## src/rtl/cpu_pkg.sv

```systemverilog
// Shared CPU types: instruction word, program-loader FSM states and
// the default frame start marker.
package cpu_pkg;

   typedef logic [31:0] instr_t;

   typedef enum logic [2:0] {
      S_IDLE,
      S_LEN_LO,
      S_LEN_HI,
      S_DATA,
      S_WRITE,
      S_CHK,
      S_DONE
   } loader_state_t;

   localparam logic [7:0] SYNC_BYTE_DEF = 8'hA5;

endpackage

```

## src/rtl/imem_loader_byte_packer.sv

```systemverilog
// byte_packer: little-endian 8->32 shift-in; word_valid_o pulses with the
// 4th byte, and word_o is valid in that same cycle.
module byte_packer
   import cpu_pkg::*;
(
   input  logic       clk,
   input  logic       rst_n,
   input  logic       clear_i,
   input  logic       valid_i,
   input  logic [7:0] byte_i,
   output instr_t     word_o,
   output logic       word_valid_o
);

   logic [1:0]  cnt_q;
   logic [23:0] sh_q;

   assign word_o       = {byte_i, sh_q};
   assign word_valid_o = valid_i && !clear_i && (cnt_q == 2'd3);

   always_ff @(posedge clk) begin
      if (!rst_n) begin
         cnt_q <= 2'd0;
         sh_q  <= 24'd0;
      end else if (clear_i) begin
         cnt_q <= 2'd0;
         sh_q  <= 24'd0;
      end else if (valid_i) begin
         cnt_q <= cnt_q + 2'd1;
         sh_q  <= {byte_i, sh_q[23:8]};
      end
   end

endmodule

```

## src/rtl/imem_loader.sv

```systemverilog
// Framed byte-stream program loader into instruction memory; holds the CPU.
// Define IMEM_LOADER_CHECKSUM_EN to require a trailing XOR checksum byte.
module imem_loader
   import cpu_pkg::*;
#(
   parameter int unsigned ADDR_W      = 8,
   parameter int unsigned BASE_ADDR   = 0,
   parameter logic [7:0]  SYNC_BYTE   = SYNC_BYTE_DEF,
   parameter int unsigned TIMEOUT_CYC = 1000000
) (
   input  logic              clk,
   input  logic              rst_n,
   input  logic              in_valid,
   input  logic [7:0]        in_data,
   output logic              in_ready,
   output logic              imem_we,
   output logic [ADDR_W-1:0] imem_addr,
   output instr_t            imem_wdata,
   output logic              cpu_hold,
   output logic              load_done,
   output logic              load_err
);

`ifdef IMEM_LOADER_CHECKSUM_EN
   localparam bit CHK_EN = 1'b1;
`else
   localparam bit CHK_EN = 1'b0;
`endif

   loader_state_t     state_q;
   logic [15:0]       len_q, idx_q;
   logic [31:0]       tmo_q;
   logic [7:0]        chk_q;
   logic              bad_q, we_q, hold_q, done_q, err_q;
   logic [ADDR_W-1:0] addr_q;
   instr_t            wdata_q;

   logic   acc, timed, tmo_hit, last, in_range, to_done, fin_bad;
   logic   pk_valid, pk_clear, pk_wv;
   instr_t pk_word;
   logic [31:0] waddr;

   assign in_ready   = !(state_q inside {S_WRITE, S_DONE});
   assign acc        = in_valid && in_ready;
   assign imem_we    = we_q;
   assign imem_addr  = addr_q;
   assign imem_wdata = wdata_q;
   assign cpu_hold   = hold_q;
   assign load_done  = done_q;
   assign load_err   = err_q;

   assign timed   = state_q inside {S_LEN_LO, S_LEN_HI, S_DATA, S_CHK};
   assign tmo_hit = (TIMEOUT_CYC != 0) && timed && !acc
                    && (tmo_q == TIMEOUT_CYC - 32'd1);
   assign last    = ({1'b0, idx_q} + 17'd1) == {1'b0, len_q};
   // Out-of-range words are dropped; the address is never allowed to wrap.
   assign waddr    = BASE_ADDR + {16'd0, idx_q};
   assign in_range = waddr < (32'd1 << ADDR_W);

   assign pk_clear = (state_q == S_IDLE);
   assign pk_valid = acc && (state_q == S_DATA);

   byte_packer u_packer (
      .clk          (clk),
      .rst_n        (rst_n),
      .clear_i      (pk_clear),
      .valid_i      (pk_valid),
      .byte_i       (in_data),
      .word_o       (pk_word),
      .word_valid_o (pk_wv)
   );

   always_comb begin
      to_done = 1'b0;
      fin_bad = bad_q;
      unique case (state_q)
         S_LEN_HI: to_done = acc && !CHK_EN
                             && ({in_data, len_q[7:0]} == 16'd0);
         S_WRITE:  to_done = last && !CHK_EN;
         S_CHK: begin
            to_done = acc;
            fin_bad = bad_q || (in_data != chk_q);
         end
         default: ;
      endcase
   end

   always_ff @(posedge clk) begin
      if (!rst_n) begin
         state_q <= S_IDLE;
         len_q   <= 16'd0;
         idx_q   <= 16'd0;
         tmo_q   <= 32'd0;
         chk_q   <= 8'd0;
         bad_q   <= 1'b0;
         we_q    <= 1'b0;
         addr_q  <= '0;
         wdata_q <= '0;
         hold_q  <= 1'b0;
         done_q  <= 1'b0;
         err_q   <= 1'b0;
      end else begin
         we_q   <= 1'b0;
         done_q <= 1'b0;
         if (timed && !acc) tmo_q <= tmo_q + 32'd1;
         else               tmo_q <= 32'd0;

         if (tmo_hit) begin
            err_q   <= 1'b1;
            state_q <= S_IDLE;
         end else begin
            unique case (state_q)
               S_IDLE: if (acc && in_data == SYNC_BYTE) begin
                  hold_q  <= 1'b1;
                  err_q   <= 1'b0;
                  bad_q   <= 1'b0;
                  chk_q   <= 8'd0;
                  idx_q   <= 16'd0;
                  state_q <= S_LEN_LO;
               end
               S_LEN_LO: if (acc) begin
                  len_q[7:0] <= in_data;
                  chk_q      <= chk_q ^ in_data;
                  state_q    <= S_LEN_HI;
               end
               S_LEN_HI: if (acc) begin
                  len_q[15:8] <= in_data;
                  chk_q       <= chk_q ^ in_data;
                  if ({in_data, len_q[7:0]} == 16'd0)
                     state_q <= CHK_EN ? S_CHK : S_DONE;
                  else
                     state_q <= S_DATA;
               end
               S_DATA: if (acc) begin
                  chk_q <= chk_q ^ in_data;
                  if (pk_wv) begin
                     wdata_q <= pk_word;
                     state_q <= S_WRITE;
                     if (in_range) begin
                        we_q   <= 1'b1;
                        addr_q <= waddr[ADDR_W-1:0];
                     end else begin
                        bad_q  <= 1'b1;
                     end
                  end
               end
               S_WRITE: begin
                  idx_q <= idx_q + 16'd1;
                  if (!last)       state_q <= S_DATA;
                  else if (CHK_EN) state_q <= S_CHK;
                  else             state_q <= S_DONE;
               end
               S_CHK: if (acc) state_q <= S_DONE;
               S_DONE: state_q <= S_IDLE;
               default: state_q <= S_IDLE;
            endcase

            // A failed load keeps the CPU held so a partial program never runs.
            if (to_done) begin
               if (fin_bad) err_q <= 1'b1;
               else begin
                  done_q <= 1'b1;
                  hold_q <= 1'b0;
               end
            end
         end
      end
   end

endmodule

```

## config.mk

```make
export PLATFORM = sky130hd
export DESIGN_NAME = imem_loader
export DESIGN_NICKNAME = d
export VERILOG_FILES = /design/src/rtl/cpu_pkg.sv /design/src/rtl/imem_loader_byte_packer.sv /design/src/rtl/imem_loader.sv
export SDC_FILE = /design/constraint.sdc
export NUM_CORES = 1
export LEC_CHECK = 0
export CORE_MARGIN = 2
export CORE_UTILIZATION = 54
export CTS_BUF_LIST = sky130_fd_sc_hd__clkbuf_4 sky130_fd_sc_hd__clkbuf_8
export DETAILED_ROUTE_END_ITERATION = 6
export PLACE_DENSITY = 0.78
export SYNTH_ARGS = -nofsm -noshare
export SYNTH_HDL_FRONTEND = slang
export SYNTH_SLANG_ARGS = --single-unit
```

## constraint.sdc

```tcl
create_clock -name clk -period 2.4 [get_ports clk]
set_clock_uncertainty 0.05 [all_clocks]
set_input_delay 0.48 -clock clk [delete_from_list [all_inputs] [get_ports clk]]
set_output_delay 0.48 -clock clk [all_outputs]
set_load 0.01 [all_outputs]
```

======== Word level (Yosys, flattened, before mapping) ========
Index checks and enable logic that the tools add are counted.
word-level totals
  register bits after elaboration ......... 146
  word-level logic and storage cells ...... 111
  output and inout bits ................... 45
  bits of input ports ..................... 11
cells by class
  multiplexer cells ....................... 32
  order comparisons ....................... 1
  reductions and logical operators ........ 33
  bitwise logic cells ..................... 7
  $add $sub $neg .......................... 4
  eq/ne operators ......................... 19
operator list
  operator                                                                 count
  32-bit by 1-bit adder with 32-bit output, second input constant          1
  32-bit by 20-bit equality test with 1-bit output, second input constant  1
  16-bit case mux with 2 select lines                                      1
  3-bit 2-to-1 mux                                                         8
  3-bit case mux with 6 select lines                                       1
  16-bit by 1-bit adder with 17-bit output, second input constant          1
  17-bit by 16-bit equality test with 1-bit output                         1
  16-bit by 1-bit adder with 16-bit output, second input constant          1
  16-bit logical NOT                                                       1
  16-bit by 9-bit < comparator with 1-bit output, second input constant    1
  1-bit 2-to-1 mux                                                         16
  16-bit 2-to-1 mux                                                        1
  8-bit 2-to-1 mux                                                         2
  8-bit case mux with 2 select lines                                       1
  2-bit != test, second input constant                                     7
  6-bit AND reduction                                                      2
  3-bit equality test, second input constant                               3
  3-bit AND reduction                                                      3
  8-bit equality test, second input constant                               1
  1-bit logical AND                                                        8
  8-bit != test                                                            1
  4-bit AND reduction                                                      2
  2-bit nonzero test                                                       4
  8-bit XOR                                                                1
  17 further kinds                                                         27

======== Logic depth before layout (Yosys ltp) ========
  word-level depth ........................ 10
  mapped depth ............................ 9
  gate-level depth less buffers ........... 8

======== Hierarchy ========
From an unflattened synthesis, not the netlist that was laid out.
second synthesis, totals
  cell total of the unflattened synthesis .. 804
  area, all modules ....................... 6677.7 µm²
by module, submodules not included
  module       sequential area each (µm²)  area an instance (µm²)  times used  cells each
  imem_loader  2402.3                      5625.4                  1           709
  byte_packer  520.5                       1052.3                  1           95

======== Worst setup path before layout ========
No wires, ideal clock.
  path kind ............................... register to register
  start point ............................. reg idx_q[0]
  end point ............................... reg hold_q (netlist: cpu_hold)
  library setup time ...................... 0.119 ns
  required time ........................... 2.231 ns
  stages on the path, launching flop included .. 9
  period minus slack after synthesis ...... 2.457 ns
  buffers on the path ..................... 0
  data arrival time ....................... 2.289 ns
  slack ................................... -0.057 ns
  cells stage by stage .................... dfxtp_1 -> ha_1 -> nand3_2 -> nor2_2 -> nand3_1 -> mux2i_1 -> or4_4 -> o31a_1 -> o221a_1
on the way
  word-level cells in the longest chain between the ends .. 4
ends and longest elaborated chain
  item                                              line                source
  from (decl)                                       imem_loader.sv:31   logic [15:0] len_q, idx_q;
  from (signal assigned)                            imem_loader.sv:148  idx_q <= idx_q + 16'd1;
  16-bit by 1-bit adder with 17-bit output          imem_loader.sv:55   assign last = ({1'b0, idx_q} + 17'd1) == {1'b0, len_q};
  17-bit by 16-bit equality test with 1-bit output  imem_loader.sv:55
  1-bit case mux with 3 select lines                imem_loader.sv:76   unique case (state_q)
  1-bit 2-to-1 mux                                  imem_loader.sv:159  if (to_done) begin
  to (signal assigned)                              imem_loader.sv:99   hold_q <= 1'b0;
  to (signal assigned)                              imem_loader.sv:114  hold_q <= 1'b1;
  to (signal assigned)                              imem_loader.sv:163  hold_q <= 1'b0;
  to (decl)                                         imem_loader.sv:34   logic bad_q, we_q, hold_q, done_q, err_q;
No other way between the ends.
A chain may end at the register's enable or synchronous reset.

======== Final worst setup path ========
  start point ............................. in in_data[1]
  end point ............................... reg idx_q[3]
on the way
  word-level cells in the longest chain between the ends .. 4
ends and longest elaborated chain
  item                                  line                source
  from (decl)                           imem_loader.sv:14   input logic [7:0] in_data,
  8-bit equality test                   imem_loader.sv:113  S_IDLE: if (acc && in_data == SYNC_BYTE) begin
  1-bit logical AND                     imem_loader.sv:113
  2-bit != test (no source line)        n/a
  3-bit AND reduction (no source line)  n/a
No other way between the ends.

==> impl_metrics.yaml <==
logic_synthesis:
  ys.flop_type: "dfxtp_1"
  ys_seq_area_share_pct: 43.4
  synth-edff-count: 0
  synthArstFlopShare_pct: 0
  synth.top_cells.by_area: "dfxtp_1 (43%), nand2_1 (11%), a21boi_0 (5.8%)"
  yosysWarningCount: 0
  yosys.area.top_type_share_pct: 43.4
  synth_cell_types: 56
  syn_area_mm2: 0.00673
  netlist_instances: 836
  yosysTopAreaCell: "dfxtp_1"
  synth_fp_nets: 850
  postSynthAreaPerCell_um2: 8.05
  synth-seq-cells: 146
layout:
  final_cell_count_no_fill: 1100
  fin_nets: 933
  drive_gt1_share_pct: 14.2
  antenna-diode-count: 0
  areaGrowthSynthToFinish_pct: 23.2
floorplan:
  rows: 40
  dieArea_mm2: 0.0134
  core-area_mm2: 0.0121
  ios: 56
  fp.dieW_um: 116
  die_h_um: 116
  start_util_pct: 55.6
grt:
  grt_usage_pct: 26.2
  antenna_found_initial: 0
  grt_overflow: 0
  grt_max_degree: 40
  grt_pass1_vias: 5941
  grt_pass1_wl_mm: 27.8
route:
  wl_met3_mm: 1.38
  dr.pass1.iters: 6
  highest_layer: "met4"
  vias: 6194
  wl_mm: 17.3
  postRouteAntennaNets: 0
  wl_per_cell_um: 15.8
  wl_met2_mm: 8.44
  post-route-drc-count: 0
  via_per_inst: 5.63
  drt-met1-wl_mm: 7.12
  drtIter0Drc: 463
timing:
  hold_slack_ps: 412
  slew_viol_final: 0
  rsz0062_at_grt: "true"
  fin_tns_setup_ps: -42.4
  final_hold_viol_count: 0
  slew-limit-headroom_pct: 55.2
  finalCritPeriodShare_pct: 102
  fmax_ghz: 0.409
  fin_crit_ps: 2440
  setup_viol: 2
  fin_ws_ps: -42.1
  worst_pin_slew_ps: 666
worst_setup_path:
  crit_chain: "clkdlybuf4s50_1 > nor4_1 > buf_4 > and4_1 > a31oi_1 > nand2b_1 > buf_4 > o21ai_0 > a21boi_0"
  cp.required_ps: 2670
  crit_path_top_delay_cell: "nor4_1"
  crit_family: "simple AND/OR/NAND/NOR gates"
  cp.arrival_ps: 2710
  crit_path_end_kind: "flip-flop"
  cp-start-kind: "input port"
  crit_fanout: 5
  crit_type: "in2reg"
  crit_path_max_incr_delay_ps: 420
  crit_top_cell: "buf_4"
  critPathBufInv: 3
pwr:
  p_sw_mw: 1.02
  p_comb_share_pct: 2.7
  irDropWorstVdd_mv: 0.429
  clock_power_share_pct: 43.3
  total_power_mw: 4.48
  p_leak_nw: 2.94
  p_per_area_mw_per_mm2: 541
  p_sw_share_pct: 22.7
  seq_power_share_pct: 54.0
  p_int_mw: 3.47
placed_design:
  placed_cells: 1062
  io_buffers: 55
  dp_hpwl_mm: 11.6
  place_ws_ps: -269
  gp_congestion: 0.912
run_status:
  violations: "setup timing"
  status: "finished, violations left"
clock_network:
  insertion_delay_ps: 470
  tritoncts: "done"
  holdBufCountCts: 0
  cts_sinks: 146
  clkTransAtPathRegs_ps: 80
  cts_buffers: 17
  cts_root_buffer: "clkbuf_8"
  htree_levels: 4
  clock_path_buffers: 2
worst_hold_path:
  min_path_type: "reg2reg"
run:
  cap_violations: 0
-- flip-flops by register name, indices dropped and copies added, names as in the netlist --
signal          cells
len_q              16
imem_wdata         32
imem_we             1
bad_q               1
u_packer.sh_q      24
cpu_hold            1
load_done           1
u_packer.cnt_q      2
load_err            1
tmo_q              32
state_q             3
imem_addr           8
idx_q              16
chk_q               8
-- cells in the mapped netlist, types with 2 or more instances --
| cell type | n |
|---|---|
| xor2_1 | 29 |
| mux2i_1 | 9 |
| nor4b_1 | 4 |
| dfxtp_1 | 146 |
| and3_1 | 17 |
| a21boi_0 | 52 |
| buf_4 | 4 |
| clkbuf_1 | 47 |
| nand2_1 | 189 |
| nand3_1 | 27 |
| buf_1 | 2 |
| nor2_1 | 60 |
| or3_1 | 7 |
| nor3b_1 | 2 |
| nor2b_1 | 18 |
| buf_2 | 3 |
| and4_1 | 5 |
| nand4_1 | 8 |
| a31oi_1 | 6 |
| inv_1 | 6 |
| or2_2 | 2 |
| mux2_2 | 2 |
| o21ai_0 | 41 |
| nor4_1 | 14 |
| xnor2_1 | 25 |
| nand2b_1 | 7 |
| nor3_1 | 9 |
| and2_1 | 20 |
| ha_1 | 3 |
| a21oi_1 | 46 |
-- layout by cell type, fill, tap and decap left out, types with 27 or more instances in the layout --
master / instances
a21boi_0: 52
nand2_1: 189
dfxtp_1: 140
clkdlybuf4s50_1: 54
nand3_1: 27
a21oi_1: 46
xor2_1: 28
nor2_1: 60
o21ai_0: 41
buf_4: 65
-- through the flow --
step,utilization [%],area [µm²]
finish,68.5,8290
global route,68.5,8290
CTS,67.1,8130
detailed placement,63.8,7730
global placement,63.8,7730
floorplan,-,6730
-- worst paths after layout --
check	startpoint	endpoint	slack, ps	depth (start not counted)
worst max-delay path	in_data[1]	idx_q[3]	-40	9
worst min-delay path	u_packer.sh_q[5]	u_packer.sh_q[5]	410	2
worst max register to register	idx_q[0]	cpu_hold	0	7
worst min register to register	u_packer.sh_q[5]	u_packer.sh_q[5]	410	2
-- worst reg2reg max path, stage by stage (launching register included) --
cell and delay, ps:
dfxtp_4 400, nand4_4 150, nor4_4 390, xnor2_1 190
a221oi_2 90, or4_4 500, o31a_1 300, o221a_1 220
-- final cells by class --
cell class	count	area (µm²)
flip-flops and latches	146	2940
clock inverters	12	129
clock buffers	20	269
fillers	966	3820
multi-input cells	626	3650
repair buffers	122	1070
inverters	6	22.5
well taps	168	210
-- layer usage --
layer,GRT usage [%],vias up
li1,-,2978
met1,32.5,2919
met2,43.7,259
met3,7.22,38
met4,10.0,0
met5,0,-
-- power by group through the flow --
| stage | clock (mW) | sequential (mW) | combinational (mW) |
|---|---|---|---|
| after floorplan | 0 | 2.48 | 0.0619 |
| after global placement | 0 | 2.48 | 0.115 |
| after CTS | 1.97 | 2.42 | 0.119 |
| after global routing | 2.05 | 2.42 | 0.129 |
| final | 1.94 | 2.42 | 0.120 |
| after detailed placement | 0 | 2.48 | 0.118 |
-- what timing repair did --
action | in CTS | in global routing
buffers inserted | 0 | 6
pin swaps | 0 | 7
resized for setup | 5 | 21
setup endpoints to repair | 3 | 5
-- kinds of logic (layout without fill, tap and decap cells) --
logic type      after synthesis  after routing  share of synthesized area [%]
compound gates              156            156                           14.4
simple gates                402            402                           28.9
fa+ha+maj                     3              3                          0.558
xor+xnor                     54             54                           7.03
flops                       146            146                           43.4
buf+inv                      64            160                           3.98
mux                          11             11                           1.67
Power figures use the tool's default switching activity.
